<file path="src/rtl/dbus_uncached_responder_if.sv">
// Core data-bus and memory-side signals of the uncached responder.
// The slave modport is the responder's view; the master modport is the
// environment (core data port plus memory/AXI bridge).
interface dbus_uncached_responder_if;
    // core side
    logic        req;
    logic        wr;
    logic [3:0]  wstrb;
    logic [2:0]  size;
    logic [3:0]  offset;
    logic [7:0]  index;
    logic [19:0] tag;
    logic [31:0] wdata;
    logic        iscache;
    logic        tlb_ex;
    logic        addr_ok;
    logic        data_ok;
    logic [31:0] rdata;
    // memory side
    logic        mem_req;
    logic        mem_wr;
    logic [2:0]  mem_size;
    logic [31:0] mem_addr;
    logic [3:0]  mem_wstrb;
    logic [31:0] mem_wdata;
    logic        mem_addr_ok;
    logic        mem_data_ok;
    logic [31:0] mem_rdata;

    modport slave (
        input  req, wr, wstrb, size, offset, index, tag, wdata, iscache, tlb_ex,
        output addr_ok, data_ok, rdata,
        output mem_req, mem_wr, mem_size, mem_addr, mem_wstrb, mem_wdata,
        input  mem_addr_ok, mem_data_ok, mem_rdata
    );

    modport master (
        output req, wr, wstrb, size, offset, index, tag, wdata, iscache, tlb_ex,
        input  addr_ok, data_ok, rdata,
        input  mem_req, mem_wr, mem_size, mem_addr, mem_wstrb, mem_wdata,
        output mem_addr_ok, mem_data_ok, mem_rdata
    );
endinterface

</file>
<file path="src/rtl/dbus_uncached_responder.sv">
// Uncached data-bus responder: queues core load/store requests in order and
// issues each one as a single transaction on the memory-side addr_ok/data_ok
// port. Requests carrying a TLB exception are answered with rdata = 0 and
// never reach memory. Only one memory transaction is outstanding at a time.
module dbus_uncached_responder #(
    parameter int DEPTH = 2
) (
    input  logic                     clk,
    input  logic                     reset,
    dbus_uncached_responder_if.slave bus_io
);
    localparam int PTR_W = (DEPTH > 1) ? $clog2(DEPTH) : 1;
    localparam int CNT_W = $clog2(DEPTH + 1);
    localparam logic [PTR_W-1:0] LAST_PTR = PTR_W'(DEPTH - 1);
    localparam logic [CNT_W-1:0] FULL_CNT = CNT_W'(DEPTH);

    typedef struct packed {
        logic        wr;
        logic        tlb_ex;
        logic [31:0] addr;
        logic [3:0]  wstrb;
        logic [2:0]  size;
        logic [31:0] wdata;
    } entry_t;

    typedef enum logic {ST_IDLE = 1'b0, ST_WAIT = 1'b1} state_t;

    entry_t           fifo_q [DEPTH];
    logic [PTR_W-1:0] wr_ptr_q, wr_ptr_d;
    logic [PTR_W-1:0] rd_ptr_q, rd_ptr_d;
    logic [CNT_W-1:0] count_q, count_d;
    state_t           state_q, state_d;
    logic             data_ok_q, data_ok_d;
    logic [31:0]      rdata_q, rdata_d;

    entry_t head;
    entry_t push_entry;
    logic   head_valid;
    logic   push;
    logic   pop;

    // iscache is deliberately ignored: every access is uncached.
    logic unused_iscache;
    assign unused_iscache = bus_io.iscache;

    // Acceptance uses the registered occupancy only, so a same-cycle pop
    // never makes room for a push into a full queue. The reset term keeps
    // addr_ok low while reset is held even if req is already up.
    assign push           = bus_io.req && (count_q != FULL_CNT) && !reset;
    assign bus_io.addr_ok = push;
    assign head_valid     = (count_q != '0);
    assign head           = fifo_q[rd_ptr_q];
    assign push_entry     = '{wr:     bus_io.wr,
                              tlb_ex: bus_io.tlb_ex,
                              addr:   {bus_io.tag, bus_io.index, bus_io.offset},
                              wstrb:  bus_io.wstrb,
                              size:   bus_io.size,
                              wdata:  bus_io.wdata};
    assign bus_io.data_ok = data_ok_q;
    assign bus_io.rdata   = rdata_q;

    // Queue storage: written on accept; pointers/count define validity.
    always_ff @(posedge clk) begin
        if (push) begin
            fifo_q[wr_ptr_q] <= push_entry;
        end
    end

    // Pointer and occupancy next-state; pointers wrap modulo DEPTH.
    always_comb begin
        wr_ptr_d = wr_ptr_q;
        rd_ptr_d = rd_ptr_q;
        if (push) begin
            wr_ptr_d = (wr_ptr_q == LAST_PTR) ? '0 : wr_ptr_q + 1'b1;
        end
        if (pop) begin
            rd_ptr_d = (rd_ptr_q == LAST_PTR) ? '0 : rd_ptr_q + 1'b1;
        end
        count_d = count_q + CNT_W'(push) - CNT_W'(pop);
    end

    // Queue pointers, occupancy and registered response.
    always_ff @(posedge clk or posedge reset) begin
        if (reset) begin
            wr_ptr_q  <= '0;
            rd_ptr_q  <= '0;
            count_q   <= '0;
            data_ok_q <= 1'b0;
            rdata_q   <= '0;
        end else begin
            wr_ptr_q  <= wr_ptr_d;
            rd_ptr_q  <= rd_ptr_d;
            count_q   <= count_d;
            data_ok_q <= data_ok_d;
            rdata_q   <= rdata_d;
        end
    end

    // FSM state register.
    always_ff @(posedge clk or posedge reset) begin
        if (reset) begin
            state_q <= ST_IDLE;
        end else begin
            state_q <= state_d;
        end
    end

    // FSM next state: leave IDLE once memory takes the address, return on data.
    always_comb begin
        state_d = state_q;
        case (state_q)
            ST_IDLE: begin
                if (head_valid && !head.tlb_ex && bus_io.mem_addr_ok) begin
                    state_d = ST_WAIT;
                end
            end
            ST_WAIT: begin
                if (bus_io.mem_data_ok) begin
                    state_d = ST_IDLE;
                end
            end
            default: state_d = ST_IDLE;
        endcase
    end

    // FSM outputs: memory request from the head entry, pop and response.
    // The head stays queued until its response, so mem_* fields hold steady
    // while waiting for mem_addr_ok.
    always_comb begin
        bus_io.mem_req   = 1'b0;
        bus_io.mem_wr    = 1'b0;
        bus_io.mem_size  = '0;
        bus_io.mem_addr  = '0;
        bus_io.mem_wstrb = '0;
        bus_io.mem_wdata = '0;
        pop              = 1'b0;
        data_ok_d        = 1'b0;
        rdata_d          = '0;
        case (state_q)
            ST_IDLE: begin
                if (head_valid) begin
                    if (head.tlb_ex) begin
                        pop       = 1'b1;
                        data_ok_d = 1'b1;
                    end else begin
                        bus_io.mem_req   = 1'b1;
                        bus_io.mem_wr    = head.wr;
                        bus_io.mem_size  = head.size;
                        bus_io.mem_addr  = head.addr;
                        bus_io.mem_wstrb = head.wr ? head.wstrb : 4'b0000;
                        bus_io.mem_wdata = head.wdata;
                    end
                end
            end
            ST_WAIT: begin
                if (bus_io.mem_data_ok) begin
                    pop       = 1'b1;
                    data_ok_d = 1'b1;
                    rdata_d   = head.wr ? 32'h0 : bus_io.mem_rdata;
                end
            end
            default: ;
        endcase
    end
endmodule

</file>
<file path="src/flat_wrapper.sv">
// flat-port wrapper written by rule: the top's interface ports become plain ports
module dbus_uncached_responder_flat 
#(
    parameter int DEPTH = 2
)
  (clk, reset, bus_io_req, bus_io_wr, bus_io_wstrb, bus_io_size, bus_io_offset, bus_io_index, bus_io_tag, bus_io_wdata, bus_io_iscache, bus_io_tlb_ex, bus_io_addr_ok, bus_io_data_ok, bus_io_rdata, bus_io_mem_req, bus_io_mem_wr, bus_io_mem_size, bus_io_mem_addr, bus_io_mem_wstrb, bus_io_mem_wdata, bus_io_mem_addr_ok, bus_io_mem_data_ok, bus_io_mem_rdata);
  dbus_uncached_responder_if bus_io_i ();
  input  logic clk;
  input  logic reset;
  input wire logic [$bits(bus_io_i.req)-1:0] bus_io_req;
  input wire logic [$bits(bus_io_i.wr)-1:0] bus_io_wr;
  input wire logic [$bits(bus_io_i.wstrb)-1:0] bus_io_wstrb;
  input wire logic [$bits(bus_io_i.size)-1:0] bus_io_size;
  input wire logic [$bits(bus_io_i.offset)-1:0] bus_io_offset;
  input wire logic [$bits(bus_io_i.index)-1:0] bus_io_index;
  input wire logic [$bits(bus_io_i.tag)-1:0] bus_io_tag;
  input wire logic [$bits(bus_io_i.wdata)-1:0] bus_io_wdata;
  input wire logic [$bits(bus_io_i.iscache)-1:0] bus_io_iscache;
  input wire logic [$bits(bus_io_i.tlb_ex)-1:0] bus_io_tlb_ex;
  output wire logic [$bits(bus_io_i.addr_ok)-1:0] bus_io_addr_ok;
  output wire logic [$bits(bus_io_i.data_ok)-1:0] bus_io_data_ok;
  output wire logic [$bits(bus_io_i.rdata)-1:0] bus_io_rdata;
  output wire logic [$bits(bus_io_i.mem_req)-1:0] bus_io_mem_req;
  output wire logic [$bits(bus_io_i.mem_wr)-1:0] bus_io_mem_wr;
  output wire logic [$bits(bus_io_i.mem_size)-1:0] bus_io_mem_size;
  output wire logic [$bits(bus_io_i.mem_addr)-1:0] bus_io_mem_addr;
  output wire logic [$bits(bus_io_i.mem_wstrb)-1:0] bus_io_mem_wstrb;
  output wire logic [$bits(bus_io_i.mem_wdata)-1:0] bus_io_mem_wdata;
  input wire logic [$bits(bus_io_i.mem_addr_ok)-1:0] bus_io_mem_addr_ok;
  input wire logic [$bits(bus_io_i.mem_data_ok)-1:0] bus_io_mem_data_ok;
  input wire logic [$bits(bus_io_i.mem_rdata)-1:0] bus_io_mem_rdata;
  assign bus_io_i.req = bus_io_req;
  assign bus_io_i.wr = bus_io_wr;
  assign bus_io_i.wstrb = bus_io_wstrb;
  assign bus_io_i.size = bus_io_size;
  assign bus_io_i.offset = bus_io_offset;
  assign bus_io_i.index = bus_io_index;
  assign bus_io_i.tag = bus_io_tag;
  assign bus_io_i.wdata = bus_io_wdata;
  assign bus_io_i.iscache = bus_io_iscache;
  assign bus_io_i.tlb_ex = bus_io_tlb_ex;
  assign bus_io_addr_ok = bus_io_i.addr_ok;
  assign bus_io_data_ok = bus_io_i.data_ok;
  assign bus_io_rdata = bus_io_i.rdata;
  assign bus_io_mem_req = bus_io_i.mem_req;
  assign bus_io_mem_wr = bus_io_i.mem_wr;
  assign bus_io_mem_size = bus_io_i.mem_size;
  assign bus_io_mem_addr = bus_io_i.mem_addr;
  assign bus_io_mem_wstrb = bus_io_i.mem_wstrb;
  assign bus_io_mem_wdata = bus_io_i.mem_wdata;
  assign bus_io_i.mem_addr_ok = bus_io_mem_addr_ok;
  assign bus_io_i.mem_data_ok = bus_io_mem_data_ok;
  assign bus_io_i.mem_rdata = bus_io_mem_rdata;
  dbus_uncached_responder #(.DEPTH(DEPTH)) u_core (.clk(clk), .reset(reset), .bus_io(bus_io_i));
endmodule
</file>
<file path="config.mk">
export PLATFORM = sky130hd
export DESIGN_NAME = dbus_uncached_responder_flat
export DESIGN_NICKNAME = d
export VERILOG_FILES = /design/src/rtl/dbus_uncached_responder_if.sv /design/src/rtl/dbus_uncached_responder.sv /design/src/flat_wrapper.sv
export SDC_FILE = /design/constraint.sdc
export NUM_CORES = 1
export LEC_CHECK = 0
export CAP_MARGIN = 20
export CORE_ASPECT_RATIO = 0.6
export CORE_MARGIN = 1.5
export CORE_UTILIZATION = 48
export CTS_BUF_LIST = sky130_fd_sc_hd__clkbuf_8
export DETAILED_ROUTE_END_ITERATION = 6
export GPL_ROUTABILITY_DRIVEN = 0
export HOLD_SLACK_MARGIN = 0.06
export PLACE_DENSITY = 0.9
export SYNTH_ARGS = -nofsm -noshare
export SYNTH_HDL_FRONTEND = slang
export SYNTH_SLANG_ARGS = --single-unit
</file>
<file path="constraint.sdc">
create_clock -name clk -period 4.7 [get_ports clk]
set_input_delay 1.175 -clock clk [delete_from_list [all_inputs] [get_ports clk]]
set_output_delay 1.175 -clock clk [all_outputs]
set_load 0.01 [all_outputs]
</file>
# --- Yosys cells after proc, flatten, opt, wreduce, memory -nomap -nowiden ---
# Memory sizes are Yosys's and may differ from the RTL's.
# Cells that the tools add are included.
classes:
  addsub: 4
  n_eq_ne: 1
  n_mux: 33
  n_bitwise: 1
  n_reduce_logical: 7
ops:
  columns: ["op", "n"]
  rows:
  - ["2-to-1 mux 32 bit", 9]
  - ["2-to-1 mux 4 bit", 4]
  - ["2-to-1 mux 1 bit", 15]
  - ["2-to-1 mux 3 bit", 3]
  - ["logical AND 1 bit", 4]
  - ["case mux 1 bit (2 select lines)", 2]
  - ["adder 1 bit, second input constant", 2]
  - ["adder 2 x 1 -> 2 bit", 1]
  - ["zero test 1 bit", 2]
  - ["inequality test 2 bit, second input constant", 1]
  - ["nonzero test 2 bit", 1]
  - ["subtractor 2 x 1 -> 2 bit", 1]
  - ["inverter 1 bit", 1]
word_totals:
  regBits: 38
  mem_bits_rw: 146
  out_inout_bits: 107
  n_memories: 1
memory_table:
  columns: ["memory", "words", "width", "read_ports", "rd_clocked_by_memory_dff", "wr", "line", "source"]
  rows:
  - ["u_core.fifo_q", 2, 73, 1, 0, 1, "dbus_uncached_responder.sv:28", "entry_t fifo_q [DEPTH];"]

# --- Logic depth before layout (Yosys ltp) ---
# Gate-level depths: netlist (run 1).
# An unclocked memory read counts as a cell.
depth:
  depth_word: 6
  depth_mapped: 8
  ltp_nobuf: 7

# --- Worst setup path before layout (run 1) ---
# OpenSTA, ideal clock, no wires.
synth_timing:
  path_kind: "input port to flip-flop"
  start: "input reset"
  end: "memory u_core.fifo_q[0][0] (netlist name) (enable)"
  t_arrival_ps: 5543
  slack_ps: -1348
  path_stages: 3
  path_buffers: 0
  path_cell_list: "inv_1 -> o211ai_1 -> nor2_1"
synth_via:
  elab_chain_cells: 4
synth_rtl:
  columns: ["item", "line", "source"]
  rows:
  - ["from (decl)", "flat_wrapper.sv:9", "input logic reset;"]
  - ["zero test 1 bit", "dbus_uncached_responder.sv:49", "assign push = bus_io.req && (count_q != FULL_CNT) && !reset;"]
  - ["logical AND 1 bit", "dbus_uncached_responder.sv:49", null]
  - ["2-to-1 mux 1 bit", "dbus_uncached_responder.sv:64", "if (push) begin"]
  - ["2-to-1 mux 1 bit (not written as such)", "dbus_uncached_responder.sv:65", "fifo_q[wr_ptr_q] <= push_entry;"]
  - ["to (decl)", "dbus_uncached_responder.sv:28", null]
# No other way between the ends.

# --- Worst setup path after layout (run 1) ---
layout_timing:
  start: "register u_core.rd_ptr_q"
  end: "output bus_io_mem_wstrb[1]"
layout_via:
  elab_chain_cells: 5
layout_rtl:
  columns: ["item", "line", "source"]
  rows:
  - ["from (decl)", "dbus_uncached_responder.sv:30", "logic [PTR_W-1:0] rd_ptr_q, rd_ptr_d;"]
  - ["from (signal assigned)", "dbus_uncached_responder.sv:92", "rd_ptr_q <= rd_ptr_d;"]
  - ["memory (2 x 73 bit) (*)", null, null]
  - ["2-to-1 mux 4 bit", "dbus_uncached_responder.sv:150", "bus_io.mem_wstrb = head.wr ? head.wstrb : 4'b0000;"]
  - ["2-to-1 mux 4 bit (*)", "dbus_uncached_responder.sv:142", "if (head.tlb_ex) begin"]
  - ["2-to-1 mux 4 bit (*)", "dbus_uncached_responder.sv:141", "if (head_valid) begin"]
  - ["2-to-1 mux 4 bit (*)", "dbus_uncached_responder.sv:139", "case (state_q)"]
  - ["to (decl)", "flat_wrapper.sv:27", "output wire logic [$bits(bus_io_i.mem_wstrb)-1:0] bus_io_mem_wstrb;"]
# Every way passes the cells marked *; elsewhere a longest branch is shown, timed or not.

==> results of run 1 <==
## metrics by stage
| stage | utilization, % | hold slack, ns | TNS [ns] | area, um2 | cells |
|---|---|---|---|---|---|
| 2_1_floorplan | - | 0.467 | -22.55 | 6830 | 405 |
| 3_3_place_gp | 66.7 | 0.483 | 0 | 9170 | 801 |
| 3_5_place_dp | 66.8 | 0.521 | 0 | 9180 | 802 |
| 4_1_cts | 69.7 | 0.554 | 0 | 9590 | 834 |
| 5_1_grt | 69.7 | 0.570 | 0 | 9590 | 834 |
| 6_report | 69.7 | 0.540 | 0 | 9590 | 834 |
## power groups by stage
| stage | Sequential (mW) | Clock [mW] | Combinational (mW) |
|---|---|---|---|
| CTS | 2.11 | 1.10 | 1.69 |
| detailed placement | 2.14 | 0 | 1.68 |
| finish | 2.10 | 1.06 | 1.67 |
| global placement | 2.13 | 0 | 1.63 |
| global route | 2.12 | 1.16 | 1.80 |
| floorplan | 2.10 | 0 | 0.946 |
## critical path, stage by stage (launching register included)
cell,delay (ns)
dfrtp_4,0.65
buf_4,0.76
nor2b_1,0.28
a32oi_1,0.23
nor2_1,0.06
clkdlybuf4s50_1,0.51
## layer usage
metal	GRT usage, %	vias up	wire [um]
met2	33.6	121	7210
met4	6.03	0	163
li1	-	1909	-
met1	25.9	1962	6400
met3	6.41	14	941
met5	0	-	0
## synth_stat cells (2+ instances only)
master	count	area, um2
edfxtp_1	146	4380
nor2_1	75	282
mux2i_1	68	681
dfrtp_1	38	951
and2_1	32	200
buf_6	8	90.1
buf_1	7	26.3
inv_1	7	26.3
a32oi_1	4	35.0
clkbuf_1	3	11.3
xnor2_1	3	26.3
ha_1	2	25.0
## final cells by class
| type | count | area (um2) | share of cell area, % |
|---|---|---|---|
| flip-flops and latches | 184 | 5340 | 55.7 |
| repair buffers | 225 | 2230 | 23.3 |
| multi-input cells | 194 | 1340 | 14.0 |
| well taps | 192 | 240 | 2.51 |
| clock buffers | 17 | 234 | 2.44 |
| clock inverters | 15 | 170 | 1.78 |
| inverters | 7 | 26.3 | 0.274 |
## cell families after synthesis
family | Yosys count
muxes | 69
AOI/OAI and AO/OA | 9
adders and majority gates | 2
and+or+nand+nor | 110
buffers and inverters | 27
DFF | 184
xor gates and xnor gates | 4
## placed cells by master (no fill, tap or decap), types with 3 or more instances in the layout
cell	instances
a32oi_1	4
mux2i_1	68
clkinvlp_4	3
edfxtp_1	146
buf_4	8
and2_1	32
dfrtp_1	37
inv_8	4
clkdlybuf4s50_1	216
clkbuf_8	17
nor2_1	73
inv_1	9
xnor2_1	3
## worst paths after layout
check                                                         to  slack [ns]  depth (start not counted)
worst max-delay path                         bus_io_mem_wstrb[1]        0.49                          5
worst max register to register       u_core.count_q[1]$_DFF_PP0_        1.57                          8
max in group asynchronous            u_core.rd_ptr_q$_DFFE_PP0P_        3.13                          3
worst min-delay path                 u_core.count_q[1]$_DFF_PP0_        0.54                          1
worst min register to register       u_core.count_q[1]$_DFF_PP0_        0.54                          1
min in group asynchronous       u_core.bus_io.rdata[9]$_DFF_PP0_        1.18                          3
## flip-flops by register name, indices dropped and copies added (netlist names)
name	count
u_core.fifo_q	146
u_core.bus_io.rdata	32
u_core.count_q	2
u_core.bus_io.data_ok	1
u_core.rd_ptr_q	1
u_core.state_q	1
u_core.wr_ptr_q	1
==> flow_summary.ini, run 1 <==
[yosys]
syn-num-nets = 518
yosys.area_share.simple_pct = 7.30
synth_top_family_by_area = multiplexers
ys_seq_elements = 184
synthesis.area_um2 = 6820
synth_cell_type_count = 24
async_flop_share_pct = 20.7
synth_warnings = 0
synthMuxAreaShare_pct = 10.1
synth_compound_area_share_pct = 1.05
synth_xor_area_share_pct = 0.513
syn_avg_cell_area_um2 = 16.8
synth-seq-area-share_pct = 78.2
synth_edf_count = 146
synthCells = 405
synthFlopType = edfxtp_1
synthAdderAreaFrac_pct = 0.367

[cts]
cts_buffers = 17
cts_root_buf = clkbuf_8
clock_latency_ns = 0.44
cts_tree = built
path_clk_slew_ns = 0.09
postCtsHoldBufs = 0
cts_resized = 0
clock-sinks = 184
clockBufferDepth = 2
htreeDepth = 4
post_cts_buffers = 0

[floorplanning]
core-area_um2 = 13700
die_w_um = 157
start_util_pct = 49.6
die_area_um2 = 15000
rows = 33
ios = 218
die_y_um = 95.4

[sta]
drv_slew = 0
rsz0062_at_grt = false
setup_viol = 0
fin_worst_skew_ns = 0.0152
hold_viol = 0
period_minus_slack_ns = 4.21
tightest_slew_ns = 0.944
setup_slack_ns = 0.492
relSlewSlack_pct = 37.1
fmax_ghz = 0.238
timing.final.crit_share_pct = 89.5

[power_and_ir_drop]
power_frac_seq_pct = 43.5
p_clk_share_pct = 22.0
power.switching_mw = 1.49
leakagePower_nw = 3.62
p_int_mw = 3.34
p_per_area_nw_per_um2 = 504
combPwrFrac_pct = 34.5
p_total_mw = 4.83
swShare_pct = 30.9
ir_drop_mv = 0.286

[placement]
dp_slack_ns = 0.887
dp_hpwl_mm = 10.4
port_buffers = 216

[detailed_routing]
drc = 0
drt-pass1-iter-count = 5
drt_iter0_drc = 257
wl_per_cell_um = 17.6
ant_nets = 0
via_count = 4006
routed_wl_mm = 14.7
vias_per_cell = 4.80

[grt]
antenna_found_initial = 0
first_global_vias = 4178
grt_pass1_wl_mm = 22.2
grt_usage_pct = 20.3
overflow = 0
grt_max_degree = 59

[setup_path]
startpoint = u_core.rd_ptr_q$_DFFE_PP0P_
worstPathMaxFanout = 58
crit_required_ns = 3.52
r2r_start = u_core.rd_ptr_q$_DFFE_PP0P_
end_kind = output pin
critPathArrivalTime_ns = 3.03
critPathKind = flip-flop to output pin
start_kind = flip-flop

[run_status]
status = completed

[cells_and_area]
diodes = 0
area_delta_synth_final_pct = 40.5
post_route_cells_drive_above_1_share_pct = 6.85
nets = 742
fillCellCount = 911

[min_path]
hp-class = flip-flop to flip-flop
min_from = u_core.count_q[1]$_DFF_PP0_

[job]
maxCapViolations = 0
Note: power is estimated with default switching activity, not from simulation.
==> run 2, diff against run 1 <==
--- a/config.mk
+++ b/config.mk
@@ -5,9 +5,9 @@
 export SDC_FILE = /design/constraint.sdc
 export NUM_CORES = 1
 export LEC_CHECK = 0
+export ABC_CLOCK_PERIOD_IN_PS = 4700
 export CAP_MARGIN = 20
 export CORE_ASPECT_RATIO = 0.6
-export CORE_MARGIN = 1.5
 export CORE_UTILIZATION = 48
 export CTS_BUF_LIST = sky130_fd_sc_hd__clkbuf_8
 export DETAILED_ROUTE_END_ITERATION = 6
==> run 2 against run 1 <==
Register-to-register slack improved by 0.56 ns; critical path type unchanged; count of clock-buffer cells in the layout increased by 1; non-clock buffer count is the same.
==> flow_summary.ini, run 2 (synthesized netlist as in run 1, its figures left out) <==
[sta]
drv_slew = 0
setup_viol = 0
fin_worst_skew_ns = 0.0175
tightest_slew_ns = 1.00
relSlewSlack_pct = 33.1
period_minus_slack_ns = 3.93
fmax_ghz = 0.254
fin_setup_tns_ns = 0
timing.final.crit_share_pct = 83.7
hold_viol = 0
rsz0062_at_grt = false

[power_and_ir_drop]
swShare_pct = 31.4
power_frac_seq_pct = 43.6
p_int_mw = 3.25
leakagePower_nw = 3.61
ir_drop_mv = 0.373
combPwrFrac_pct = 36.0
p_clk_share_pct = 20.4
power.switching_mw = 1.49
p_per_area_nw_per_um2 = 497

[detailed_routing]
drc = 0
drt-pass1-iter-count = 4
via_count = 4006
vias_per_cell = 4.80
wl_per_cell_um = 17.5
ant_nets = 0
drt_iter0_drc = 226
routed_wl_mm = 14.6

[setup_path]
worstPathMaxFanout = 33
startpoint = u_core.rd_ptr_q$_DFFE_PP0P_
crit_family = buffers and inverters
r2r_start = u_core.rd_ptr_q$_DFFE_PP0P_
slowest_stage = clkdlybuf4s50_1
critPathArrivalTime_ns = 2.76
critPathBufInv = 2
end_kind = output pin
cp_cell_sequence = mux2_1 > or3_2 > buf_4 > nor2_1 > clkdlybuf4s50_1
crit_required_ns = 3.52
critPathKind = flip-flop to output pin
slowest_delay_ns = 0.57
start_kind = flip-flop

[cells_and_area]
diodes = 0
design_area_um2 = 9540
final_cell_mix = 216 x clkdlybuf4s50_1, 146 x edfxtp_1, 73 x nor2_1, 68 x mux2i_1, 37 x dfrtp_1
post_route_cells_drive_above_1_share_pct = 6.85
final_common_cell = clkdlybuf4s50_1
finalNonFillerCells = 834
nets = 742
largest_register_ffs = 146
regMostFlops = u_core.fifo_q
area_delta_synth_final_pct = 39.8
fillCellCount = 948

[placement]
dpl_cell_area_um2 = 9180
dp_cells = 802
dp_hpwl_mm = 10.1
port_buffers = 216

[floorplanning]
ios = 218
die_y_um = 94.4
core-area_um2 = 13700
start_util_pct = 49.6
rows = 33
die_w_um = 156
die_area_um2 = 14700

[cts]
postCtsHoldBufs = 0
cts_resized = 0
cts_root_buf = clkbuf_8
htreeDepth = 4
clock_latency_ns = 0.43
cts_tree = built
post_cts_buffers = 0
cts_buffers = 17
clock-sinks = 184
clockBufferDepth = 2
path_clk_slew_ns = 0.10

[grt]
grt_max_degree = 74
overflow = 0
grt_usage_pct = 20.4
first_global_vias = 4213
grt_pass1_wl_mm = 22.0
antenna_found_initial = 0

[run_status]
status = completed

[job]
maxCapViolations = 0

[min_path]
min_from = u_core.count_q[1]$_DFF_PP0_
hp-class = flip-flop to flip-flop
==> run 2: cell types whose count changed in the layout (fill, tap and decap cells not counted), sizes merged <==
cell	before	now
clkbuf	17	18
inv	15	17
clkinvlp	3	1
bufinv	2	0
clkinv	2	3
==> run 2: path summary, 6_finish.rpt <==
path                                                     end  slack, ns  cells after the start
setup / recovery                        bus_io_mem_wdata[15]       0.77                      5
hold / removal                   u_core.count_q[1]$_DFF_PP0_       0.54                      1
setup reg to reg                 u_core.count_q[1]$_DFF_PP0_       2.13                      8
hold reg to reg                  u_core.count_q[1]$_DFF_PP0_       0.54                      1
max in group asynchronous        u_core.rd_ptr_q$_DFFE_PP0P_       3.10                      3
min in group asynchronous  u_core.bus_io.rdata[26]$_DFF_PP0_       1.21                      3
==> run 2: metrics by stage <==
step,hold WS (ns),setup WS [ns],utilization (%),power (mW)
floorplan,0.467,-0.155,-,3.05
global placement,0.486,1.03,66.7,3.76
detailed placement,0.525,1.00,66.7,3.82
CTS,0.546,0.745,69.4,4.79
global route,0.557,0.644,69.4,4.98
finish,0.545,0.768,69.4,4.74
==> run 2: layout make-up <==
class                   instances  area, um2  share of cell area, %
inverters                       7       26.3                  0.275
well taps                     192        240                   2.52
clock inverters                14        115                   1.21
multi-input cells             194       1340                   14.1
flip-flops and latches        184       5340                   56.0
clock buffers                  18        248                   2.60
repair buffers                225       2230                   23.4
==> run 2: metal layers <==
| layer | GRT usage (%) | vias to the layer above | part of all wire, % |
|---|---|---|---|
| met3 | 6.75 | 6 | 6.2 |
| met5 | 0 | - | 0 |
| met4 | 5.23 | 0 | 0.64 |
| li1 | - | 1900 | - |
| met1 | 26.0 | 1977 | 43 |
| met2 | 33.9 | 123 | 50 |
==> run 2: worst reg2reg max path: stages, from the launching register on <==
cell     delay, ns
dfrtp_4       0.43
buf_4         0.52
mux2i_1       0.17
o31ai_1       0.55
ha_1          0.35
inv_1         0.06
ha_1          0.15
xnor2_1       0.13
xnor2_1       0.15
==> run 2: power groups by stage <==
stage	logic (mW)	clock network (mW)	registers, mW
final	1.71	0.966	2.07
after global routing	1.83	1.07	2.09
after CTS	1.73	0.995	2.07
after detailed placement	1.72	0	2.11
after global placement	1.67	0	2.09
after floorplan	0.946	0	2.10
==> variant 1, RTL diff (settings of run 2) <==
Make the reset (`reset`) synchronous in 2 clocked blocks.
--- a/src/rtl/dbus_uncached_responder.sv
+++ b/src/rtl/dbus_uncached_responder.sv
@@ -82,3 +82,3 @@
     // Queue pointers, occupancy and registered response.
-    always_ff @(posedge clk or posedge reset) begin
+    always_ff @(posedge clk) begin
         if (reset) begin
@@ -99,3 +99,3 @@
     // FSM state register.
-    always_ff @(posedge clk or posedge reset) begin
+    always_ff @(posedge clk) begin
         if (reset) begin
Formal check against the unedited RTL: differs if reset is asserted again (counterexample within 4 cycles, from zero or initial values and one cycle with reset high); with reset held inactive, the same outputs for 4 cycles.
==> variant 1 against run 2 <==
Area after synthesis fell by 1.6%. Power is 12% lower. Setup slack worse by 0.26 ns. Clock power rose by 16%. Cell count rose by 0.60%. Critical path depth is 1 lower. Utilization decreased by 0.057 points. Non-clock buffer count shrank 3. Sequential cell count grew 1. Cell area shrank 0.68%. Register-to-register slack got worse by 0.03 ns. Routed wire length fell by 2.3%. Hold slack better by 0.021 ns. Largest power group unchanged.
==> variant 1: results (changes against run 2) <==
metric	value	unit	change
actual slew at the worst max-slew pin	0.883	ns	was 1.00 ns
Synth cell types	28		was 24
cts bufs inserted	17		unchanged
Clk pin slew, worst setup/hold paths	0.09	ns	
maximum VDD drop	253	uV	was 373 uV
initial DRC count	224		was 226
synthesized net count	528		was 518
GRT Util Overall	20.2	%	was 20.4%
CTS Buffer Depth	2		unchanged
Post-Route WL	14200	um	was 14600 um
met2 wire length	7010	um	was 7270 um
pin count of the biggest net entering global routing	74		unchanged
share of cells above drive strength 1	6.65	%	was 6.85%
Post-DP HPWL	9780	um	was 10100 um
Largest Register	u_core.fifo_q		unchanged
H-tree levels	4		unchanged
PortBufs	216		unchanged
Seq/Total Area, Yosys	76.9	%	was 78.2%
leakage power	0.00319	uW	was 0.00361 uW
initial antenna violation count	0		unchanged
WL met1	5760	um	was 6300 um
first-pass GRT wire length	21600	um	was 22000 um
Nets	747		was 742
status	complete, no violations		unchanged
met1 GRT Util	23.4	%	was 26.0%
Clk Latency, worst-skew pair	0.45	ns	was 0.43 ns
Top Layer Used	met4		unchanged
M2 GR Usage	34.1	%	was 33.9%
critical path's slowest cell	clkdlybuf4s50_1		unchanged
max reg flops	146		unchanged
Synth top cells by count	146 x edfxtp_1, 74 x nor2_1, 68 x mux2i_1		was 146 x edfxtp_1, 75 x nor2_1, 68 x mux2i_1
synth top area cells	edfxtp_1 65%, dfxtp_1 12%, mux2i_1 10%		was edfxtp_1 64%, dfrtp_1 14%, mux2i_1 10%
WP data arrival	3.02	ns	was 2.76 ns
slowest stage delay, CP	0.57	ns	about the same
GR Layer Usage met3	8.90	%	was 6.75%
met3 WL post-DR	1310	um	was 904 um
Antenna diodes	0		unchanged
vias in the first global route	4202		was 4213
crit-path max FO	9		was 33
TritonRoute pass-1 iters	5		was 4
ys async rst share	0	%	was 20.7%
routed vias	4032		was 4006
setup bufs post-CTS	0		unchanged
post_cts resized	0		unchanged
fill count	886		was 948
EDFF count, synth	146		unchanged
Worst Skew	0.0192	ns	was 0.0175 ns
==> variant 1: logic make-up after synthesis <==
kind of cell,Yosys count,share of synthesized area (%)
DFF,185,76.9
AOI/OAI and AO/OA,9,0.820
and+or+nand+nor,124,8.87
adders and majority gates,1,0.186
buffers and inverters,24,2.38
xor gates and xnor gates,4,0.522
muxes,69,10.3
==> variant 1: final cells by class <==
cell class / count / area (um^2) / area share, %
inverters: 2 / 7.51 / 0.0792
clock inverters: 14 / 193 / 2.03
flip-flops and latches: 185 / 5170 / 54.5
well taps: 192 / 240 / 2.54
repair buffers: 222 / 2230 / 23.6
clock buffers: 17 / 234 / 2.47
multi-input cells: 207 / 1400 / 14.8
==> variant 1: final timing paths <==
path | startpoint | to | slack [ns] | depth (start not counted)
min | u_core.rd_ptr_q | u_core.rd_ptr_q | 0.57 | 2
max reg2reg | flip-flop | u_core.bus_io.rdata[7] | 2.10 | 7
min reg2reg | u_core.rd_ptr_q | u_core.rd_ptr_q | 0.57 | 2
max | reset | bus_io_addr_ok | 0.51 | 4
==> variant 1: worst max-delay path, delay by kind of cell <==
family | cells | cell delay (ns)
buffers and inverters | 3 | 1.29
AND/OR/NAND/NOR | 1 | 0.55
==> variant 1: power breakdown <==
part	internal (uW)	leakage [uW]	total, uW	switching, uW
logic	574	0.00133	1130	553
registers	1890	0.00165	1930	36.5
clock network	539	0.000204	1120	576
total	3010	0.00319	4170	1170
==> variant 1: through the flow <==
step	instances	cell area, um^2	setup slack [ns]
2_1_floorplan	416	6720	0.528
3_3_place_gp	808	9050	0.574
3_5_place_dp	808	9050	0.519
4_1_cts	839	9480	0.514
5_1_grt	839	9480	0.441
6_report	839	9480	0.506
==> variant 2, RTL diff (config.mk and constraints of run 2) <==
Without the edit above. `DEPTH` is set to 2 in 2 places; all go to 4.
--- a/src/rtl/dbus_uncached_responder.sv
+++ b/src/rtl/dbus_uncached_responder.sv
@@ -5,3 +5,3 @@
 module dbus_uncached_responder #(
-    parameter int DEPTH = 2
+    parameter int DEPTH = 4
 ) (
--- a/src/flat_wrapper.sv
+++ b/src/flat_wrapper.sv
@@ -3,3 +3,3 @@
 #(
-    parameter int DEPTH = 2
+    parameter int DEPTH = 4
 )
Behaviour: not the same (a bounded check fails within 4 cycles, from zero or initial values and one cycle with reset high).
==> variant 2 against run 2 <==
Area after synthesis increased by 87%. Global-route usage decreased by 1.6 points. Non-clock buffer count increased by 1. Setup slack got worse by 0.54 ns. Power increased by 94%. Routed wire length increased by 72%. Cell area increased by 71%. Sequential power increased by 79%. Sequential cell count increased by 149. Register-to-register slack got worse by 0.40 ns. Hold slack improved by 0.032 ns. Largest cell class unchanged. Highest routed layer is now met5.
==> variant 2: results (changes against run 2) <==
metric	value	unit	change
CTS Buffer Depth	3		was 2
combinational power share	35.0	%	was 36.0%
reg2reg path depth	11		was 8
Synth top cells by count	292 x edfxtp_1, 73 x mux4_2, 53 x nor2b_1		was 146 x edfxtp_1, 75 x nor2_1, 68 x mux2i_1
NonClk Buf Share	14.3	%	was 23.4%
fill count	1764		was 948
Nets	952		was 742
average wire per standard cell	20.4	um	was 17.5 um
Seq pwr share	40.3	%	was 43.6%
Cells after DPL	1133		was 802
register area	9800	um^2	was 5340 um^2
Tap Count	352		was 192
P_comb	3230	uW	was 1710 uW
initial DRC count	419		was 226
H-tree levels	2		was 4
Clk pin slew, worst setup/hold paths	0.06	ns	was 0.10 ns
M2 GR Usage	29.1	%	was 33.9%
cts bufs inserted	49		was 17
Worst Skew	0.0268	ns	was 0.0175 ns
hold_sp	u_core.count_q[0]		was u_core.count_q[1]
Cell Count, Final, Fillers Out	1224		was 834
met1 GRT Util	26.0	%	about the same
Crit. Startpoint	u_core.rd_ptr_q[1]		was u_core.rd_ptr_q
clock sink count	333		was 184
status	complete, no violations		unchanged
placed instance area	15300	um^2	was 9180 um^2
EDFF count, synth	292		was 146
max reg flops	292		was 146
Seq/Total Area, Yosys	76.9	%	was 78.2%
WP data arrival	3.30	ns	was 2.76 ns
WHS	0.577	ns	was 0.545 ns
Non-clk bufs	226		was 225
maximum VDD drop	414	uV	was 373 uV
actual slew at the worst max-slew pin	0.749	ns	was 1.00 ns
DR vias/cell	5.10		was 4.80
ClkCell Share	5.91	%	was 3.80%
TritonRoute pass-1 iters	5		was 4
Clock Buffer Count	51		was 18
worst r2r src	u_core.rd_ptr_q[0]		was u_core.rd_ptr_q
initial antenna violation count	2		was 0
FF-to-FF setup slack	1.73	ns	was 2.13 ns
Non-Clock Inverter Count	10		was 7
ys async rst share	12.3	%	was 20.7%
pin count of the biggest net entering global routing	78		was 74
P_sw	2650	uW	was 1490 uW
## variant 2: changes by cell type after synthesis, moves of 7 or more
cell | before | now
buf_2 | 1 | 8
clkbuf_1 | 3 | 15
edfxtp_1 | 146 | 292
mux2i_1 | 68 | 2
mux4_2 | 0 | 73
nor2_1 | 75 | 2
nor2b_1 | 1 | 53
nor2b_4 | 0 | 20
## variant 2: worst max-delay path: stages, from the launching register on
cell	delay, ns
dfrtp_4	0.65
mux4_2	0.37
or3_4	0.67
buf_12	0.32
nor2b_1	0.17
clkdlybuf4s50_1	0.56
## variant 2: layer usage
metal  up-vias  wire, um
met1      3180     10800
met2       226     11900
li1       2802         -
met3        33      2040
met5         -        13
met4         2       301
## variant 2: cells by family after synthesis
logic type,synth area share (%)
AOI/OAI and AO/OA,0.432
xor gates and xnor gates,0.137
adders and majority gates,0.844
buffers and inverters,1.57
DFF,76.9
muxes,13.1
and+or+nand+nor,7.00
